===== config.mk =====
export PLATFORM = sky130hd
export DESIGN_NAME = uc_movimenta_asteroides_tiros
export DESIGN_NICKNAME = d
export VERILOG_FILES = /design/src/rtl/uc_movimenta_asteroides_tiros.sv
export SDC_FILE = /design/constraint.sdc
export NUM_CORES = 1
export LEC_CHECK = 0
export ABC_AREA = 1
export BUFFER_PORTS_ARGS = -buffer_cell sky130_fd_sc_hd__buf_2
export CORE_ASPECT_RATIO = 0.9
export CORE_MARGIN = 2
export CORE_UTILIZATION = 45
export DETAILED_ROUTE_END_ITERATION = 7
export PLACE_DENSITY_LB_ADDON = 0.15
export SYNTH_ARGS = -nofsm -noshare
export SYNTH_HDL_FRONTEND = slang
export SYNTH_SLANG_ARGS = --single-unit
export TNS_END_PERCENT = 50

===== constraint.sdc =====
create_clock -name clock -period 2.7 [get_ports clock]
set_input_delay 0.54 -clock clock [delete_from_list [all_inputs] [get_ports clock]]
set_output_delay 0.54 -clock clock [all_outputs]
set_load 0.005 [all_outputs]

===== src/rtl/uc_movimenta_asteroides_tiros.sv =====
// Control unit that sweeps asteroid and shot slots once per pass, issuing move/erase strobes.
// Define COLISAO_TIRO_EN to build the shot-versus-asteroid collision scan (compara/destroi).
module uc_movimenta_asteroides_tiros #(
  parameter int N_AST  = 16,
  parameter int N_TIRO = 8
) (
  input  logic       clock,
  input  logic       reset,
  input  logic       inicia_movimentacao,
  input  logic       vidas,
  input  logic       asteroide_valido,
  input  logic       tiro_valido,
  input  logic       colisao_nave,
  input  logic       colisao_tiro,
  output logic [3:0] addr_asteroide,
  output logic [2:0] addr_tiro,
  output logic       move_asteroide,
  output logic       move_tiro,
  output logic       apaga_asteroide,
  output logic       apaga_tiro,
  output logic       decrementa_vidas,
  output logic       fim_movimentacao,
  output logic [4:0] db_estado
);

  typedef enum logic [3:0] {
    st_ocioso      = 4'd0,
    st_inicio      = 4'd1,
    st_le_ast      = 4'd2,
    st_move_ast    = 4'd3,
    st_checa_nave  = 4'd4,
    st_colide_nave = 4'd5,
    st_prox_ast    = 4'd6,
    st_le_tiro     = 4'd7,
    st_move_tiro   = 4'd8,
`ifdef COLISAO_TIRO_EN
    st_compara     = 4'd9,
    st_destroi     = 4'd10,
`endif
    st_prox_tiro   = 4'd11,
    st_concluido   = 4'd12
  } estado_t;

  estado_t estado, estado_prox;
  logic    ultimo_ast, ultimo_tiro;

  assign ultimo_ast  = (addr_asteroide == 4'(N_AST - 1));
  assign ultimo_tiro = (addr_tiro == 3'(N_TIRO - 1));

`ifndef COLISAO_TIRO_EN
  logic colisao_tiro_unused;
  assign colisao_tiro_unused = colisao_tiro;
`endif

  always_ff @(posedge clock or posedge reset) begin
    if (reset) estado <= st_ocioso;
    else       estado <= estado_prox;
  end

  always_comb begin
    estado_prox = estado;
    case (estado)
      st_ocioso:      if (inicia_movimentacao) estado_prox = st_inicio;
      st_inicio:      estado_prox = vidas ? st_le_ast : st_concluido;
      st_le_ast:      estado_prox = asteroide_valido ? st_move_ast : st_prox_ast;
      st_move_ast:    estado_prox = st_checa_nave;
      st_checa_nave:  estado_prox = colisao_nave ? st_colide_nave : st_prox_ast;
      st_colide_nave: estado_prox = st_prox_ast;
      st_prox_ast:    estado_prox = ultimo_ast ? st_le_tiro : st_le_ast;
      st_le_tiro:     estado_prox = tiro_valido ? st_move_tiro : st_prox_tiro;
`ifdef COLISAO_TIRO_EN
      st_move_tiro:   estado_prox = st_compara;
      st_compara: begin
        if (colisao_tiro)    estado_prox = st_destroi;
        else if (ultimo_ast) estado_prox = st_prox_tiro;
      end
      st_destroi:     estado_prox = st_prox_tiro;
`else
      st_move_tiro:   estado_prox = st_prox_tiro;
`endif
      st_prox_tiro:   estado_prox = ultimo_tiro ? st_concluido : st_le_tiro;
      st_concluido:   if (inicia_movimentacao) estado_prox = st_inicio;
      default:        estado_prox = st_ocioso;
    endcase
  end

  // Slot indices advance on leaving the prox_* states; compara walks the asteroid index in place.
  always_ff @(posedge clock or posedge reset) begin
    if (reset) begin
      addr_asteroide <= 4'd0;
      addr_tiro      <= 3'd0;
    end else begin
      case (estado)
        st_inicio: begin
          addr_asteroide <= 4'd0;
          addr_tiro      <= 3'd0;
        end
        st_prox_ast: addr_asteroide <= ultimo_ast ? 4'd0 : addr_asteroide + 4'd1;
`ifdef COLISAO_TIRO_EN
        st_compara: if (!colisao_tiro && !ultimo_ast) addr_asteroide <= addr_asteroide + 4'd1;
`endif
        st_prox_tiro: begin
          addr_asteroide <= 4'd0;
          if (!ultimo_tiro) addr_tiro <= addr_tiro + 3'd1;
        end
        default: ;
      endcase
    end
  end

  always_comb begin
    move_asteroide   = (estado == st_move_ast);
    move_tiro        = (estado == st_move_tiro);
    decrementa_vidas = (estado == st_colide_nave);
    fim_movimentacao = (estado == st_concluido);
`ifdef COLISAO_TIRO_EN
    apaga_tiro       = (estado == st_destroi);
    apaga_asteroide  = (estado == st_colide_nave) || (estado == st_destroi);
`else
    apaga_tiro       = 1'b0;
    apaga_asteroide  = (estado == st_colide_nave);
`endif
    case (estado)
      st_ocioso, st_inicio, st_le_ast, st_move_ast, st_checa_nave, st_colide_nave,
      st_prox_ast, st_le_tiro, st_move_tiro,
`ifdef COLISAO_TIRO_EN
      st_compara, st_destroi,
`endif
      st_prox_tiro, st_concluido: db_estado = {1'b0, estado};
      default:                    db_estado = 5'h0F;
    endcase
  end

endmodule


* Word-level counts from Yosys, hierarchy flattened
Cells that the tools add are included.
** Storage, ports and cells
- Input port bits :: 8
- Output and inout bits :: 18
- Logic and storage cells :: 39
- Register bits :: 11
** Cells by class
- Reductions and logical operators :: 7
- Equality and inequality tests :: 14
- Muxes and demuxes :: 13
- Add/subtract/negate cells :: 2
** Operators with widths (count)
- 4-bit case mux with 10 select lines :: 1
- 4-bit 2-to-1 mux :: 5
- 4-bit by 3-bit == test with 1-bit output (second input constant) :: 4
- 4-bit == test (second input constant) :: 4
- 11-bit OR reduction :: 1
- 3-bit 2-to-1 mux :: 3
- 4-bit by 2-bit == test with 1-bit output (second input constant) :: 2
- 4-bit case mux with 2 select lines :: 1
- 3-bit case mux with 2 select lines :: 1
- 4-bit by 1-bit adder with 4-bit output (second input constant) :: 1
- 4-bit by 1-bit == test with 1-bit output (second input constant) :: 1
- 4-bit logical NOT :: 1
- 2-bit 2-to-1 mux :: 2
- 2-bit nonzero test :: 2
- 2-bit OR reduction :: 2
- 3-bit by 1-bit adder with 3-bit output (second input constant) :: 1
- 3-bit == test (second input constant) :: 1
- 2-bit by 1-bit != test with 1-bit output (second input constant) :: 1
- 2-bit != test (second input constant) :: 1
- 2-bit AND reduction :: 1

* Logic depth before layout (Yosys ltp)
Gate-level depths: netlist (run 1).
- Depth in word-level cells :: 3
- Depth in mapped cells :: 8
- Gate-level depth less buffers :: 8

* Least setup slack after synthesis (run 1)
No wires, ideal clock.
- Path kind :: reg-to-output
- From :: register estado[0]
- To :: output db_estado[0]
- Data arrival time :: 0.927 ns
- Setup slack :: 1.233 ns
- Stages on the path, launching flop included :: 5
- Path through :: dfrtp_1 nor2_1 inv_1 o211ai_1 nand2_1
** On the way
- Cells in the longest elaborated chain, start to end :: 3
- Elaborated cells between the ends (all ways) :: 13
** Ends and longest elaborated chain
- start: declaration :: RTL line 44 : estado_t estado, estado_prox;
- start signal: assignment :: RTL line 56 : if (reset) estado <= st_ocioso;
- start signal: assignment :: RTL line 57 : else estado <= estado_prox;
- 4-bit by 2-bit == test with 1-bit output (tied with other cells) :: RTL line 123 : case (estado)
- 11-bit OR reduction :: RTL line 123
- 4-bit 2-to-1 mux (*) :: RTL line 123
- end: declaration :: RTL line 23 : output logic [4:0] db_estado
Every way passes the cells marked *; elsewhere a longest branch is shown, timed or not.

* Worst setup path after layout (run 1)
- From :: register estado[0]
- To :: output db_estado[2]
** On the way
- Cells in the longest elaborated chain, start to end :: 3
- Elaborated cells between the ends (all ways) :: 13
** Ends and longest elaborated chain (RTL line)
- 4-bit by 2-bit == test with 1-bit output (tied with other cells) :: 123
- 11-bit OR reduction (*) :: 123
- 4-bit 2-to-1 mux (*) :: 123
Marked as above.

==> results of run 1 <==
-- worst paths after layout --
| kind | to | cells past startpoint |
|---|---|---|
| worst min-delay path | addr_tiro[1] | 2 |
| worst min register to register | addr_tiro[0] | 1 |
| worst max register to register | addr_tiro[0] | 6 |
| max in group asynchronous | estado[3] | 2 |
| min in group clock | addr_tiro[0] | 1 |
| worst max-delay path | db_estado[2] | 5 |
-- final cells by class --
| class | count | area [µm²] |
|---|---|---|
| fillers | 176 | 741 |
| multi-input cells | 80 | 473 |
| flip-flops and latches | 11 | 275 |
| repair buffers | 22 | 110 |
| inverters | 16 | 61.3 |
| well taps | 24 | 30.0 |
| clock buffers | 4 | 26.3 |
-- critical path: cells and delay by family (launching register included) --
kind                   cells  cell delay, ps
DFF                        1             460
AOI/OAI and AO/OA          1             150
and+or+nand+nor            2             310
buffers and inverters      2             260
-- per-layer routing --
layer / global-route usage / part of all wire / up-vias
met2: 0.253 / 0.45 / 21
met3: 0.0629 / 0.053 / 0
met1: 0.233 / 0.50 / 330
met4: 0.0444 / 0 / 0
met5: 0 / 0 / -
li1: - / - / 399
-- cell families (layout without fill, tap and decap cells) --
logic type / after synthesis / count (layout) / share of synthesized area
simple gates: 67 / 67 / 0.437
compound gates: 8 / 8 / 0.0696
flops: 11 / 11 / 0.326
other cells: 1 / 2 / 0.00444
fa+ha+maj: 3 / 3 / 0.0444
buf+inv: 21 / 42 / 0.118
-- registers in the layout, summed over array words and instances, names as in the netlist --
register,flops
addr_tiro,3
estado,4
addr_asteroide,4
-- through the flow --
step                      instance area (µm²)  setup slack, ps  utilization  hold slack (ps)
after global routing                      976              613        0.569              308
after CTS                                 976              706        0.569              259
final                                     976              715        0.569              246
after detailed placement                  950             1010        0.553              497
after floorplan                           848             1230            -              392
after global placement                    950             1030        0.553              483
-- where the power goes --
part	internal (W)	switching, W
sequential	0.000219	0.0000791
combinational	0.000201	0.000313
clock	0.0000572	0.0000525
total	0.000477	0.000445
-- cells in the final DEF, fill, tap and decap left out, drive strengths merged --
cell type,Yosys,layout
clkinv,1,1
a21oi,2,2
o211ai,2,2
nand4,3,3
o22ai,1,1
clkbuf,0,4
conb,1,2
ha,3,3
o21ai,1,1
inv,15,15
nor3,4,4
nand3,10,10
nor2,14,14
dfrtp,11,11
o31ai,2,2
buf,5,22
nand2,35,35
nand3b,1,1
==> impl_metrics.yaml, run 1 <==
clock_network:
  postCtsHoldBufs: 0
  cts.sinks: 11
  cts_setup_buffers: 0
  cts_tree: "built"
  clk_latency_ps: 260
  clock_path_buffers: 2
  cts.clk_slew.worst_paths_ps: 70
  htreeDepth: 1
  numCtsBuffers: 3
  cts_root_buf: "clkbuf_4"
  cts_resized: 0
power_and_ir_drop:
  power_w: 0.000922
  cellLeakagePower_nw: 0.580
  ir_worst_vdd_v: 0.000559
  power.density_nw_per_um2: 945
yosys:
  synth_ff_type: "dfrtp_1"
  synth_cells: 111
  syn_area_per_cell_um2: 7.61
  synthTopCellsByCount: "nand2_1, dfrtp_1, inv_1"
  ys_warn_count: 0
  yosysTopAreaCell: "dfrtp_1"
  netlist_area_um2: 845
  synth.most_common_cell: "nand2_1"
  synth-edff-count: 0
  synth_cell_type_count: 27
  synth_async_sr_flop_share: 1.00
  synthTopCellsByArea: "dfrtp_1, nand2_1, nand3_1"
  ys_seq_elements: 11
  synth_top_area_frac: 0.326
  yosysSeqAreaShare: 0.326
grt:
  grt_pass1_vias: 707
  overflow: 0
  grt_pass1_wl_mm: 2.88
  antenna_found_initial: 0
  grt_usage: 0.170
  grt_max_degree: 12
routing:
  routedWlPerCell_um: 10.3
  vias: 750
  vias_per_cell: 4.78
  totalWireLength_mm: 1.62
  drt_iter0_markers: 16
  post-route-drc-count: 0
  drt_pass1_iterations: 5
  detail-route-antenna-nets: 0
timing:
  skew_ps: 2.11
  setup_violations: 0
  fin_crit_ps: 1990
  slew_violations: 0
  tns_ps: 0
  fmax_mhz: 504
  period_share: 0.735
  hold_viol_final: 0
  rsz0062_at_grt: "false"
placement:
  hpwl_mm: 1.34
  numPortBuffers: 22
  place.gp.congestion: 0.851
  dpl.cell_count: 153
critical_path:
  r2r_start: "estado[3]"
  crit_chain: "nor2_1 > inv_1 > o211ai_1 > nand2_1 > buf_2"
  crit_type: "flop to output port"
  crit_path_start_kind: "flop"
  critPathSlowestCell: "dfrtp_1"
  rrSetupSlack_ps: 1330
  critPathCaptureType: "output port"
  setup.worst_path.start: "estado[0]"
  arrival_ps: 1450
  cpPeakStageDelay_ps: 460
  crit_required_ps: 2160
  cp_max_fo: 7
layout:
  nets: 145
  final_layout_size_suffix_gt1_frac: 0.353
  antenna_cells: 0
  final_cells: 157
  syn_to_final_growth_pct: 15.6
flow_run:
  drv_cap: 0
die:
  initial_utilization: 0.492
  die_x_um: 49.7
  rows: 14
  io_pins: 26
  die_area_um2: 2240
  core_um2: 1720
  dieHeight_um: 45.1
status:
  status: "finished clean"
hold_path:
  min_path_type: "primary input to async pin"
Note: power is estimated with default switching activity, not from simulation.
==> run 2, diff against run 1 <==
==> constraint.sdc (replaced) <==
create_clock -name clock -period 2.05 [get_ports clock]
set_input_delay 0.41 -clock clock [delete_from_list [all_inputs] [get_ports clock]]
set_output_delay 0.41 -clock clock [all_outputs]
set_load 0.005 [all_outputs]
==> impl_metrics.yaml, run 2 (synthesized netlist as in run 1, its figures left out) <==
critical_path:
  cpPeakStageDelay_ps: 460
  r2r_start: "estado[3]"
  crit_path_end: "db_estado[1]"
  crit_chain: "nor2_1 > inv_1 > o211ai_1 > nand2_1 > buf_2"
  critPathCaptureType: "output port"
  crit_path_start_kind: "flop"
  setup.worst_path.start: "estado[0]"
  cp_max_fo: 7
  rr_worst_depth: 6
  rrSetupSlack_ps: 670
  crit_required_ps: 1640
  critPathSlowestCell: "dfrtp_1"
  crit_type: "flop to output port"
  r2r-end: "addr_tiro[0]"
  arrival_ps: 1450
timing:
  slew_violations: 0
  skew_ps: 0.927
  fmax_mhz: 539
  setup_violations: 0
  tns_ps: 0
  rsz0062_at_grt: "false"
  period_share: 0.905
  fin_crit_ps: 1860
  hold_viol_final: 0
layout:
  syn_to_final_growth_pct: 15.6
  top_regs: "addr_asteroide: 4 flops, estado: 4 flops, addr_tiro: 3 flops"
  finish.instance_area_um2: 976
  final_cells: 157
  antenna_cells: 0
  final_layout_size_suffix_gt1_frac: 0.353
  nets: 145
  layout_commonest_cell: "nand2_1"
  final_cell_mix: "nand2_1, buf_2, inv_1, dfrtp_1, nand3_1"
grt:
  grt_pass1_wl_mm: 2.75
  antenna_found_initial: 0
  grt_usage: 0.166
  grt_pass1_vias: 655
  grt_max_degree: 12
  overflow: 0
power_and_ir_drop:
  power.density_nw_per_um2: 1240
  ir_worst_vdd_v: 0.000793
  cellLeakagePower_nw: 0.580
placement:
  hpwl_mm: 1.32
  dpl.cell_count: 153
  place.gp.congestion: 0.853
  placed_area_um2: 950
  numPortBuffers: 22
flow_run:
  drv_cap: 0
clock_network:
  cts_setup_buffers: 0
  numCtsBuffers: 3
  clock_path_buffers: 2
  cts_tree: "built"
  htreeDepth: 1
  cts.sinks: 11
  cts.clk_slew.worst_paths_ps: 60
  cts_root_buf: "clkbuf_4"
  clk_latency_ps: 260
  postCtsHoldBufs: 0
  cts_resized: 0
routing:
  drt_iter0_markers: 27
  routedWlPerCell_um: 9.98
  detail-route-antenna-nets: 0
  drt_pass1_iterations: 4
  vias: 764
  post-route-drc-count: 0
  totalWireLength_mm: 1.57
  vias_per_cell: 4.87
die:
  rows: 14
  core_um2: 1720
  die_area_um2: 2240
  io_pins: 26
  die_x_um: 49.7
  initial_utilization: 0.492
  dieHeight_um: 45.1
status:
  status: "finished clean"
hold_path:
  min_path_type: "primary input to async pin"
## run 2: cell counts in the layout (fill, tap and decap cells not counted)
Identical to the previous run, type by type.
## run 2: through the flow
| stage | setup slack, ps | util | power [W] | hold slack (ps) |
|---|---|---|---|---|
| final | 194 | 0.569 | 0.00121 | 118 |
| after global routing | 92.6 | 0.569 | 0.00134 | 167 |
| after CTS | 205 | 0.569 | 0.00122 | 128 |
| after detailed placement | 503 | 0.553 | 0.00107 | 421 |
| after global placement | 516 | 0.553 | 0.00106 | 418 |
| after floorplan | 713 | - | 0.000905 | 262 |
## run 2: worst min path at each step
stage | to | slack, ps
after floorplan | addr_asteroide[0] | 260
after global placement | addr_tiro[1] | 420
after detailed placement | addr_tiro[1] | 420
after CTS | addr_tiro[1] | 130
after global routing | addr_asteroide[2] | 170
final | addr_asteroide[2] | 120
## run 2: metal layers
layer / up-vias / wire (µm) / global-route usage
met2: 19 / 683 / 0.235
met4: 0 / 11 / 0.0556
li1: 395 / - / -
met5: - / 0 / 0
met3: 2 / 81 / 0.0596
met1: 348 / 790 / 0.235
## run 2: cell type report
type	count	area, µm²
fill	174	741
multi-input combinational	80	473
sequential	11	275
timing repair buffer	22	110
inverter	16	61.3
tap	24	30.0
clock buffer	4	26.3
## run 2: report_power, final
group	leakage, nW	total [W]	internal [W]	switching (W)
clock	0.0150	0.000143	0.0000753	0.0000675
sequential	0.145	0.000391	0.000289	0.000102
combinational	0.420	0.000673	0.000265	0.000408
## run 2: worst max-delay path, delay by kind of cell (launching register included)
family / cells / cell delay, ps
simple gates: 2 / 310
flops: 1 / 460
compound gates: 1 / 150
buf+inv: 2 / 260
==> run 3, diff against run 2 <==
--- a/config.mk
+++ b/config.mk
@@ -12,6 +12,7 @@
 export CORE_UTILIZATION = 45
 export DETAILED_ROUTE_END_ITERATION = 7
 export PLACE_DENSITY_LB_ADDON = 0.15
+export RECOVER_POWER = 100
 export SYNTH_ARGS = -nofsm -noshare
 export SYNTH_HDL_FRONTEND = slang
 export SYNTH_SLANG_ARGS = --single-unit
==> impl_metrics.yaml, run 3 (synthesized netlist as in run 1, its figures left out) <==
die:
  core_um2: 1720
  die_x_um: 49.7
  die_area_um2: 2240
  io_pins: 26
  initial_utilization: 0.492
  dieHeight_um: 45.1
  rows: 14
timing:
  skew_ps: 1.04
  tns_ps: 0
  setup_violations: 0
  slew_violations: 0
  fin_hold_ws_ps: 119
  fin_crit_ps: 1860
  fmax_mhz: 539
  rsz0062_at_grt: "false"
  hold_viol_final: 0
  period_share: 0.905
critical_path:
  rr_worst_depth: 7
  critPathSlowestCell: "dfrtp_1"
  critPathCaptureType: "output port"
  crit_path_start_kind: "flop"
  rrSetupSlack_ps: 680
  crit_type: "flop to output port"
  r2r-end: "addr_asteroide[0]"
  setup.worst_path.start: "estado[2]"
  arrival_ps: 1450
  cpPeakStageDelay_ps: 440
  cp_max_fo: 7
  crit_required_ps: 1640
  r2r_start: "estado[0]"
  crit_chain: "inv_2 > nor2_2 > nand3_1 > inv_1 > buf_2"
flow_run:
  drv_cap: 0
grt:
  antenna_found_initial: 0
  grt_max_degree: 12
  grt_usage: 0.166
  grt_pass1_wl_mm: 2.75
  overflow: 0
  grt_pass1_vias: 655
layout:
  final_cell_mix: "nand2_1, buf_2, inv_1, dfrtp_1"
  nets: 145
  antenna_cells: 0
  layout_commonest_cell: "nand2_1"
  syn_to_final_growth_pct: 10.2
  top_regs: "addr_asteroide: 4 flops, estado: 4 flops, addr_tiro: 3 flops"
  fillCellCount: 187
  post-route-util: 0.542
  final_layout_size_suffix_gt1_frac: 0.271
  final_cells: 157
clock_network:
  cts_resized: 0
  cts_root_buf: "clkbuf_4"
  postCtsHoldBufs: 0
  numCtsBuffers: 3
  cts_tree: "built"
  cts.sinks: 11
  cts_setup_buffers: 0
  cts.clk_slew.worst_paths_ps: 70
  clock_path_buffers: 2
  clk_latency_ps: 260
  htreeDepth: 1
power_and_ir_drop:
  ir_worst_vdd_v: 0.000717
  power.density_nw_per_um2: 1220
  cellLeakagePower_nw: 0.549
placement:
  numPortBuffers: 22
  hpwl_mm: 1.32
  place.gp.congestion: 0.853
  dpl.cell_count: 153
routing:
  vias_per_cell: 4.87
  post-route-drc-count: 0
  vias: 765
  drt_pass1_iterations: 4
  detail-route-antenna-nets: 0
  routedWlPerCell_um: 9.98
  totalWireLength_mm: 1.57
  drt_iter0_markers: 35
hold_path:
  min_path_type: "primary input to async pin"
status:
  status: "finished clean"
-- run 3: cell types whose count changed in the layout (fill, tap and decap cells not counted), sizes merged --
cell	change
buf	-6
clkbuf	+6
-- run 3: worst max-delay path: cells and delay by family (launching register included) --
family                 cells  cell delay (ps)
DFF                        1              440
and+or+nand+nor            2              440
buffers and inverters      3              300
-- run 3: final cells by class --
class / count / area, µm² / area share
Multi-Input combinational cell: 80 / 434 / 0.466
Sequential cell: 11 / 275 / 0.296
Inverter: 16 / 61.3 / 0.0659
Tap cell: 24 / 30.0 / 0.0323
Clock buffer: 4 / 26.3 / 0.0282
Timing Repair Buffer: 22 / 104 / 0.112
-- run 3: stage by stage --
| step | power, W | instance area, µm² | worst slack [ps] |
|---|---|---|---|
| finish | 0.00114 | 931 | 195 |
| detailed placement | 0.00107 | 950 | 503 |
| floorplan | 0.000905 | 848 | 713 |
| global route | 0.00126 | 931 | 56.9 |
| CTS | 0.00122 | 976 | 205 |
| global placement | 0.00106 | 950 | 516 |
-- run 3: how the worst max path moves through the flow --
stage,to,slack (ps),cells after the start
2_1_floorplan,db_estado[0],710,4
3_5_place_dp,db_estado[2],500,5
5_1_grt,decrementa_vidas,60,5
6_report,apaga_asteroide,190,5
4_1_cts,db_estado[2],200,5
3_3_place_gp,db_estado[1],520,5
-- run 3: report_power, final --
part	switching [W]	internal (W)
clock network	0.0000680	0.0000753
logic	0.000383	0.000230
registers	0.0000918	0.000289
-- run 3: metal layers --
layer  wire length [µm]  vias to the layer above  share of wire  GRT usage
li1                   -                      394              -          -
met3                121                        2          0.077     0.0596
met1                759                      345           0.48      0.235
met5                  0                        -              0          0
met4                 11                        0         0.0070     0.0556
met2                674                       24           0.43      0.235
